File: src/rtl/gemm_output_collector_pkg.sv
// Shared types and helpers for the GEMM output collector and its harness.
package gemm_output_collector_pkg;

   // Collector control states.
   typedef enum logic [1:0] {
      IDLE    = 2'd0,
      WAIT    = 2'd1,
      CAPTURE = 2'd2,
      DRAIN   = 2'd3
   } collector_state_t;

   // Input-to-output latency of the fixed-weight systolic GEMM: one
   // SA_SIZE skew to load the wavefront plus one SA_SIZE pass through the
   // array. Used by the GEMM verification harness as well.
   function automatic int gemm_latency(input int sa_size);
      return 2 * sa_size;
   endfunction

endpackage

File: src/rtl/gemm_output_collector_row_buffer.sv
// Result-matrix storage: ROWS x SA_SIZE register array, one write port,
// one registered read port. The read register is the collector's out_data.
module gemm_row_buffer #(
   parameter int ROWS    = 2,
   parameter int SA_SIZE = 4,
   parameter int W       = 8,
   parameter int AW      = 1
) (
   input  logic                        clk,
   input  logic                        resetn,
   input  logic                        wr_en,
   input  logic [AW-1:0]               wr_addr,
   input  logic [SA_SIZE-1:0][W-1:0]   wr_data,
   input  logic                        rd_en,
   input  logic [AW-1:0]               rd_addr,
   output logic [SA_SIZE-1:0][W-1:0]   rd_data
);

   logic [ROWS-1:0][SA_SIZE-1:0][W-1:0] mem;

   // Row storage; contents are don't-care after reset so no reset here.
   always_ff @(posedge clk) begin
      for (int r = 0; r < ROWS; r++) begin
         if (wr_en && (wr_addr == AW'(r))) mem[r] <= wr_data;
      end
   end

   // Registered read, loaded only on request so it holds while stalled.
   // The bypass lets a row being written this cycle be read at once, which
   // matters when the last captured row is also row 0 (single-row batch).
   always_ff @(posedge clk) begin
      if (!resetn) begin
         rd_data <= '0;
      end else if (rd_en) begin
         rd_data <= (wr_en && (wr_addr == rd_addr)) ? wr_data : mem[rd_addr];
      end
   end

endmodule

File: src/rtl/gemm_output_collector.sv
// Collects INPUT_SIZE result vectors from the systolic GEMM at its fixed
// latency after a start pulse, then drains them one row per handshake.
module gemm_output_collector
   import gemm_output_collector_pkg::*;
#(
   parameter int SA_SIZE                = 4,
   parameter int INPUT_SIZE             = 2,
   parameter int WEIGHT_ACTIVATION_SIZE = 8,
   localparam int ROW_W = (INPUT_SIZE > 1) ? $clog2(INPUT_SIZE) : 1
) (
   input  logic                                               clk,
   input  logic                                               resetn,
   input  logic                                               start,
   input  logic                                               in_valid,
   input  logic [SA_SIZE-1:0][WEIGHT_ACTIVATION_SIZE-1:0]     in_data,
   output logic                                               busy,
   output logic                                               out_valid,
   input  logic                                               out_ready,
   output logic [SA_SIZE-1:0][WEIGHT_ACTIVATION_SIZE-1:0]     out_data,
   output logic [ROW_W-1:0]                                   out_row,
   output logic                                               out_last,
   output logic                                               err_start_dropped,
   output logic                                               err_invalid_capture
);

   localparam int LATENCY = gemm_latency(SA_SIZE);
   localparam int CNT_W   = $clog2(LATENCY);
   localparam logic [ROW_W-1:0] LAST_ROW = ROW_W'(INPUT_SIZE - 1);

   collector_state_t state, state_nxt;
   logic [CNT_W-1:0] cnt;
   logic [ROW_W-1:0] row;
   logic             wr_en;
   logic             rd_en;
   logic [ROW_W-1:0] rd_addr;
   logic             last_cap;
   logic             hs;
   logic             start_drop;

   // Next-state and buffer control decode.
   always_comb begin
      state_nxt  = state;
      wr_en      = 1'b0;
      rd_en      = 1'b0;
      rd_addr    = '0;
      hs         = out_valid && out_ready;
      last_cap   = (state == CAPTURE) && (row == LAST_ROW);
      start_drop = start && (state != IDLE);
      case (state)
         IDLE: begin
            if (start) state_nxt = WAIT;
         end
         WAIT: begin
            // Leaving on cnt==1 puts the first capture exactly LATENCY
            // cycles after start; cnt reads 0 in the first CAPTURE cycle.
            if (cnt == CNT_W'(1)) state_nxt = CAPTURE;
         end
         CAPTURE: begin
            wr_en = 1'b1;
            if (last_cap) begin
               state_nxt = DRAIN;
               rd_en     = 1'b1;
               rd_addr   = '0;
            end
         end
         DRAIN: begin
            if (hs) begin
               if (out_last) begin
                  state_nxt = IDLE;
               end else begin
                  rd_en   = 1'b1;
                  rd_addr = out_row + ROW_W'(1);
               end
            end
         end
         default: state_nxt = IDLE;
      endcase
   end

   // State register.
   always_ff @(posedge clk) begin
      if (!resetn) state <= IDLE;
      else         state <= state_nxt;
   end

   // Latency/row counters, registered drain outputs and sticky error flags.
   always_ff @(posedge clk) begin
      if (!resetn) begin
         cnt                 <= '0;
         row                 <= '0;
         out_valid           <= 1'b0;
         out_row             <= '0;
         out_last            <= 1'b0;
         err_start_dropped   <= 1'b0;
         err_invalid_capture <= 1'b0;
      end else begin
         if (start_drop) err_start_dropped <= 1'b1;
         case (state)
            IDLE: begin
               if (start) cnt <= CNT_W'(LATENCY - 1);
            end
            WAIT: begin
               cnt <= cnt - CNT_W'(1);
               row <= '0;
            end
            CAPTURE: begin
               // The row is stored regardless; a gap in in_valid is only flagged.
               if (!in_valid) err_invalid_capture <= 1'b1;
               if (last_cap) begin
                  row       <= '0;
                  out_valid <= 1'b1;
                  out_row   <= '0;
                  out_last  <= (LAST_ROW == '0);
               end else begin
                  row <= row + ROW_W'(1);
               end
            end
            DRAIN: begin
               if (hs) begin
                  if (out_last) begin
                     out_valid <= 1'b0;
                  end else begin
                     out_row  <= out_row + ROW_W'(1);
                     out_last <= ((out_row + ROW_W'(1)) == LAST_ROW);
                  end
               end
            end
            default: ;
         endcase
      end
   end

   assign busy = (state != IDLE);

   gemm_row_buffer #(
      .ROWS    (INPUT_SIZE),
      .SA_SIZE (SA_SIZE),
      .W       (WEIGHT_ACTIVATION_SIZE),
      .AW      (ROW_W)
   ) u_buf (
      .clk     (clk),
      .resetn  (resetn),
      .wr_en   (wr_en),
      .wr_addr (row),
      .wr_data (in_data),
      .rd_en   (rd_en),
      .rd_addr (rd_addr),
      .rd_data (out_data)
   );

endmodule

File: config.mk
export PLATFORM = sky130hd
export DESIGN_NAME = gemm_output_collector
export DESIGN_NICKNAME = d
export VERILOG_FILES = /design/src/rtl/gemm_output_collector_pkg.sv /design/src/rtl/gemm_output_collector_row_buffer.sv /design/src/rtl/gemm_output_collector.sv
export SDC_FILE = /design/constraint.sdc
export NUM_CORES = 1
export LEC_CHECK = 0
export CORE_MARGIN = 4
export CORE_UTILIZATION = 39
export DETAILED_ROUTE_END_ITERATION = 6
export GPL_TIMING_DRIVEN = 1
export PLACE_DENSITY_LB_ADDON = 0.3
export SKIP_CTS_REPAIR_TIMING = 1
export SLEW_MARGIN = 20
export SYNTH_ARGS = -nofsm -noshare
export SYNTH_HDL_FRONTEND = slang
export SYNTH_SLANG_ARGS = --single-unit
File: constraint.sdc
create_clock -name clk -period 5.25 [get_ports clk]
set_input_delay 1.575 -clock clk [delete_from_list [all_inputs] [get_ports clk]]
set_output_delay 1.575 -clock clk [all_outputs]
set_load 0.02 [all_outputs]
* Word-level counts from Yosys, hierarchy flattened
Index checks and enable logic that the tools add are counted.
Widths: inputs -> output; s select.
** Word-level totals
- Flip-flop bits (word level) :: 107
- Bits of input ports :: 37
- Output and inout bits :: 38
- Logic and storage cells :: 86
** Operators by class
- Muxes and demuxes :: 32
- Bitwise gates (word level) :: 2
- Eq/ne operators :: 11
- $add $sub $neg :: 3
- Reductions and logical operators :: 17
- $lt $le $gt $ge :: 1
** Operators with widths (count)
- $mux 32 :: 3
- $mux 1 :: 16
- $ne 2x2->1 const B :: 6
- $mux 2 :: 5
- $pmux 1 s2 :: 5
- $pmux 2 s4 :: 1
- $reduce_and 4->1 :: 2
- $reduce_bool 2->1 :: 4
- $logic_and 1x1->1 :: 6
- $pmux 3 s2 :: 1
- $reduce_and 5->1 :: 1
- $eq 2x2->1 const B :: 2
- $reduce_and 2->1 :: 2
- $eq 3x1->1 const B :: 1
- $mux 3 :: 1
- $reduce_and 3->1 :: 1
- $sub 3x1->3 const B :: 1
- $add 1x1->1 const B :: 2
- $eq 2x1->1 const B :: 1
- $logic_not 2->1 :: 1
- $lt 1x2->1 const B :: 1
- $not 1->1 :: 2
- $eq 1x1->1 :: 1

* Longest topological paths before layout
- Word-level depth :: 7
- Mapped depth :: 7
- Depth with buffers taken out :: 6

* By module
A second synthesis with hierarchy kept.
** Unflattened totals
- Cell total of the unflattened synthesis :: 364
- Area, all modules :: 4819.6 um^2
** By module, submodules not included
- gemm_row_buffer :: instances 1, area each 4179.0 um^2, sequential area each 2562.5 um^2, cells an instance 292
- gemm_output_collector :: instances 1, area each 640.6 um^2, sequential area each 220.2 um^2, cells an instance 72

* Worst setup path after synthesis
No wires, ideal clock.
- Path type :: register to register
- From :: reg state[0]
- To :: reg out_last
- Buffers on the path :: 1
- Period minus slack after synthesis :: 2991 ps
- Cell stages (with the launch flop) :: 8
- Data required time :: 5131 ps
- Library setup time :: 119 ps
- Slack :: 2259 ps
- Arrival time :: 2872 ps
- Cell sequence :: dfxtp_1 inv_1 ha_1 buf_2 nor2b_1 a211o_1 nor2_1 o221a_2
** Between the ends
- Cells in the longest elaborated chain, start to end :: 4
- Elaborated cells between the ends (all ways) :: 8
- Classes of those cells :: eq/ne (4); mux (1); reduce/logical (3)
** Ends and longest elaborated chain
- start: declaration :: line gemm_output_collector.sv:30 : collector_state_t state, state_nxt;
- start signal: assignment :: line gemm_output_collector.sv:83 : else state <= state_nxt;
- $eq 2x2->1 :: line gemm_output_collector.sv:47, gemm_output_collector.sv:98
- $logic_and 1x1->1 :: line gemm_output_collector.sv:47 : last_cap = (state == CAPTURE) && (row == LAST_ROW);
- $ne 2x2->1 (no source line)
- $reduce_and 3->1 (no source line)
- end signal: assignment :: line gemm_output_collector.sv:113 : out_last <= (LAST_ROW == '0);
- end signal: assignment :: line gemm_output_collector.sv:124 : out_last <= ((out_row + ROW_W'(1)) == LAST_ROW);
- end: declaration :: line gemm_output_collector.sv:21 : output logic out_last,
Parallel ways exist; a longest one is shown, timed or not.
A chain may end at the register's enable or synchronous reset.

* Final worst setup path
- From :: reg state[0]
- To :: out busy
** Between the ends
- Cells in the longest elaborated chain, start to end :: 1
** Ends and longest elaborated chain
- $reduce_bool 2->1 :: line gemm_output_collector.sv:133 : assign busy = (state != IDLE);
- end: declaration :: line gemm_output_collector.sv:16 : output logic busy,
Every way passes these cells.

==> flow_summary.json <==
{
  "vias": 2722,
  "setup_ws_ps": 1870,
  "cts.sink_count": 107,
  "nNetsFinal": 440,
  "synth_fp_nets": 363,
  "initial_core_util_pct": 40.6,
  "area_growth_pct": 25.1,
  "fin_setup_tns_ps": 0,
  "final_layout_size_suffix_gt1_share_pct": 8.98,
  "min-delay-start": "u_buf.rd_data[30]",
  "worst_slew_pin_slew_ps": 831,
  "cts_tree": "built",
  "die_x_um": 112,
  "die_y_um": 112,
  "setup_viol": 0,
  "syn_area_per_cell_sq_um": 13.3,
  "ir_drop_uv": 157,
  "cp_data_required_time_ps": 3680,
  "outcome": "complete, no violations",
  "grt-ovfl-total": 0,
  "worstSkewPairLatency_ps": 360,
  "period_needed_ps": 3380,
  "drv_cap": 0,
  "worstSetupStartpoint": "state[0]",
  "crit_type": "reg2out",
  "htree_levels": 3,
  "postSynthCellCount": 319,
  "power_leakage_nw": 1.85,
  "drt_pass1_iterations": 4,
  "clk_pin_slew_ps": 90,
  "yosysUniqueCellTypes": 35,
  "io_pins": 75,
  "max_stage_delay_ps": 600,
  "synthArstFlopShare_pct": 0,
  "end_kind": "primary output",
  "first_global_vias": 2774,
  "synth_warnings": 0,
  "r2r-start": "state[0]",
  "cpMaxStageDelayCell": "clkdlybuf4s50_1",
  "cts_root_buf": "clkbuf_8",
  "cpLargestDelayFamily": "buffers and inverters",
  "synth-seq-cells": 107,
  "totalWireLength_mm": 8.75,
  "crit_chain": "inv_1, ha_1, inv_1, clkdlybuf4s50_1",
  "port_buffers": 74,
  "grt_pass1_wl_mm": 14.4,
  "post_dp_cell_area_sq_um": 5150,
  "via_per_inst": 5.07,
  "rsz0062_at_grt": "false",
  "grt_antenna_before_repair": 0,
  "worst-path-buf-inv": 3,
  "dominantRegCellSynth": "edfxtp_1",
  "numCtsBuffers": 9,
  "place.gp.congestion": 0.831,
  "post_drt_wl_per_cell_um": 16.3,
  "antenna_left": 0,
  "dieArea_sq_um": 12600,
  "start_kind": "flop",
  "min_period_over_period_pct": 64.3,
  "synth.cell_area_sq_um": 4250,
  "core_sq_um": 10500,
  "grt_start_max_net_pins": 33,
  "rows": 37,
  "clockBufferDepth": 2,
  "grt_usage_pct": 14.4,
  "stdcell_area_sq_um": 5320,
  "clock.fmax_ghz": 0.296,
  "synth_edf_count": 64,
  "diodes": 0,
  "drv_slew": 0,
  "fin_skew_ps": 8.28,
  "post-place-ws_ps": 1650,
  "hold_path.class": "reg2reg",
  "hold_violations": 0,
  "relSlewSlack_pct": 44.6,
  "arrival_ps": 1800,
  "yosysSeqAreaShare_pct": 65.5,
  "drc": 0,
  "crit_top_cell": "inv_1",
  "ff2ff_setup_slack_ps": 3060,
  "fin_util_pct": 50.8,
  "dr.first_iter.drc_count": 208,
  "post-dp-hpwl_mm": 5.59,
  "power.density_nw_per_um2": 366,
  "cp_max_fo": 5
}
==> final timing paths <==
check,endpoint,cells past startpoint
worst min-delay path,u_buf.rd_data[30],2
worst max-delay path,busy,4
worst max register to register,u_buf.rd_data[1],5
worst min register to register,u_buf.rd_data[30],2
==> routing by layer <==
layer | vias up | global-route usage [%] | share of wire (%) | wire, um
met1 | 1330 | 18.4 | 45 | 3950
met5 | - | 0 | 0 | 0
li1 | 1321 | - | - | -
met4 | 0 | 5.77 | 1.8 | 156
met3 | 10 | 3.40 | 4.2 | 367
met2 | 61 | 23.8 | 49 | 4280
==> state kept, by name, indices dropped and copies added (netlist names) <==
| signal | flops |
|---|---|
| err_invalid_capture | 1 |
| out_last | 1 |
| u_buf.rd_data | 32 |
| u_buf.mem | 64 |
| cnt | 3 |
| err_start_dropped | 1 |
| out_valid | 1 |
| row | 1 |
| out_row | 1 |
| state | 2 |
==> through the flow <==
step,power (mW),cells,hold WS (ps)
6_report,1.94,537,473
5_1_grt,2.06,537,513
4_1_cts,1.97,537,480
3_5_place_dp,1.53,521,455
3_3_place_gp,1.49,520,443
2_1_floorplan,1.35,319,476
==> kinds of logic (layout without fill, tap and decap cells) <==
logic type	count (synthesis)	after routing	share of synthesized area (%)
DFF	107	107	65.5
and+or+nand+nor	60	60	6.42
AOI/OAI and AO/OA	57	57	12.6
buffers and inverters	54	136	5.45
muxes	34	34	8.04
adders and majority gates	7	7	2.06
==> tightest hold or removal path, stage by stage, from the launching register on <==
cell and delay [ps]:
dfxtp_1 340, nand2_1 50, o221ai_1 50
==> cell usage in the layout, fill, tap and decap left out, types with 7 or more instances in the layout <==
master           instances
clkdlybuf4s50_1         74
edfxtp_1                64
dfxtp_1                 43
inv_1                   40
nand2_1                 35
mux2i_1                 33
o221ai_1                22
nor2_1                  10
o221ai_2                10
clkbuf_8                 9
a21oi_1                  7
ha_1                     7
==> area by class of cell <==
type,instances,area [sq um]
Fill cell,934,5150
Inverter,41,154
Tap cell,136,170
Sequential cell,107,2780
Clock buffer,11,131
Timing Repair Buffer,79,798
Multi-Input combinational cell,158,1240
Clock inverter,5,36.3
==> Yosys cell counts, types with 4 or more instances <==
cell type | instances | area, sq um
edfxtp_1 | 64 | 1920
dfxtp_1 | 43 | 861
inv_1 | 40 | 150
nand2_1 | 35 | 131
mux2i_1 | 33 | 330
o221ai_1 | 22 | 193
nor2_1 | 10 | 37.5
o221ai_2 | 10 | 150
buf_2 | 8 | 40.0
a21oi_1 | 7 | 35.0
ha_1 | 7 | 87.6
buf_4 | 4 | 30.0
nor2b_1 | 4 | 25.0
o21ai_0 | 4 | 20.0
==> power by group <==
part	total (mW)	leakage (nW)	internal [mW]	switching, mW
clock	0.442	0.0780	0.175	0.267
sequential	1.06	0.927	1.00	0.0533
combinational	0.444	0.846	0.194	0.250
total	1.94	1.85	1.37	0.571
Power figures use the tool's default switching activity.
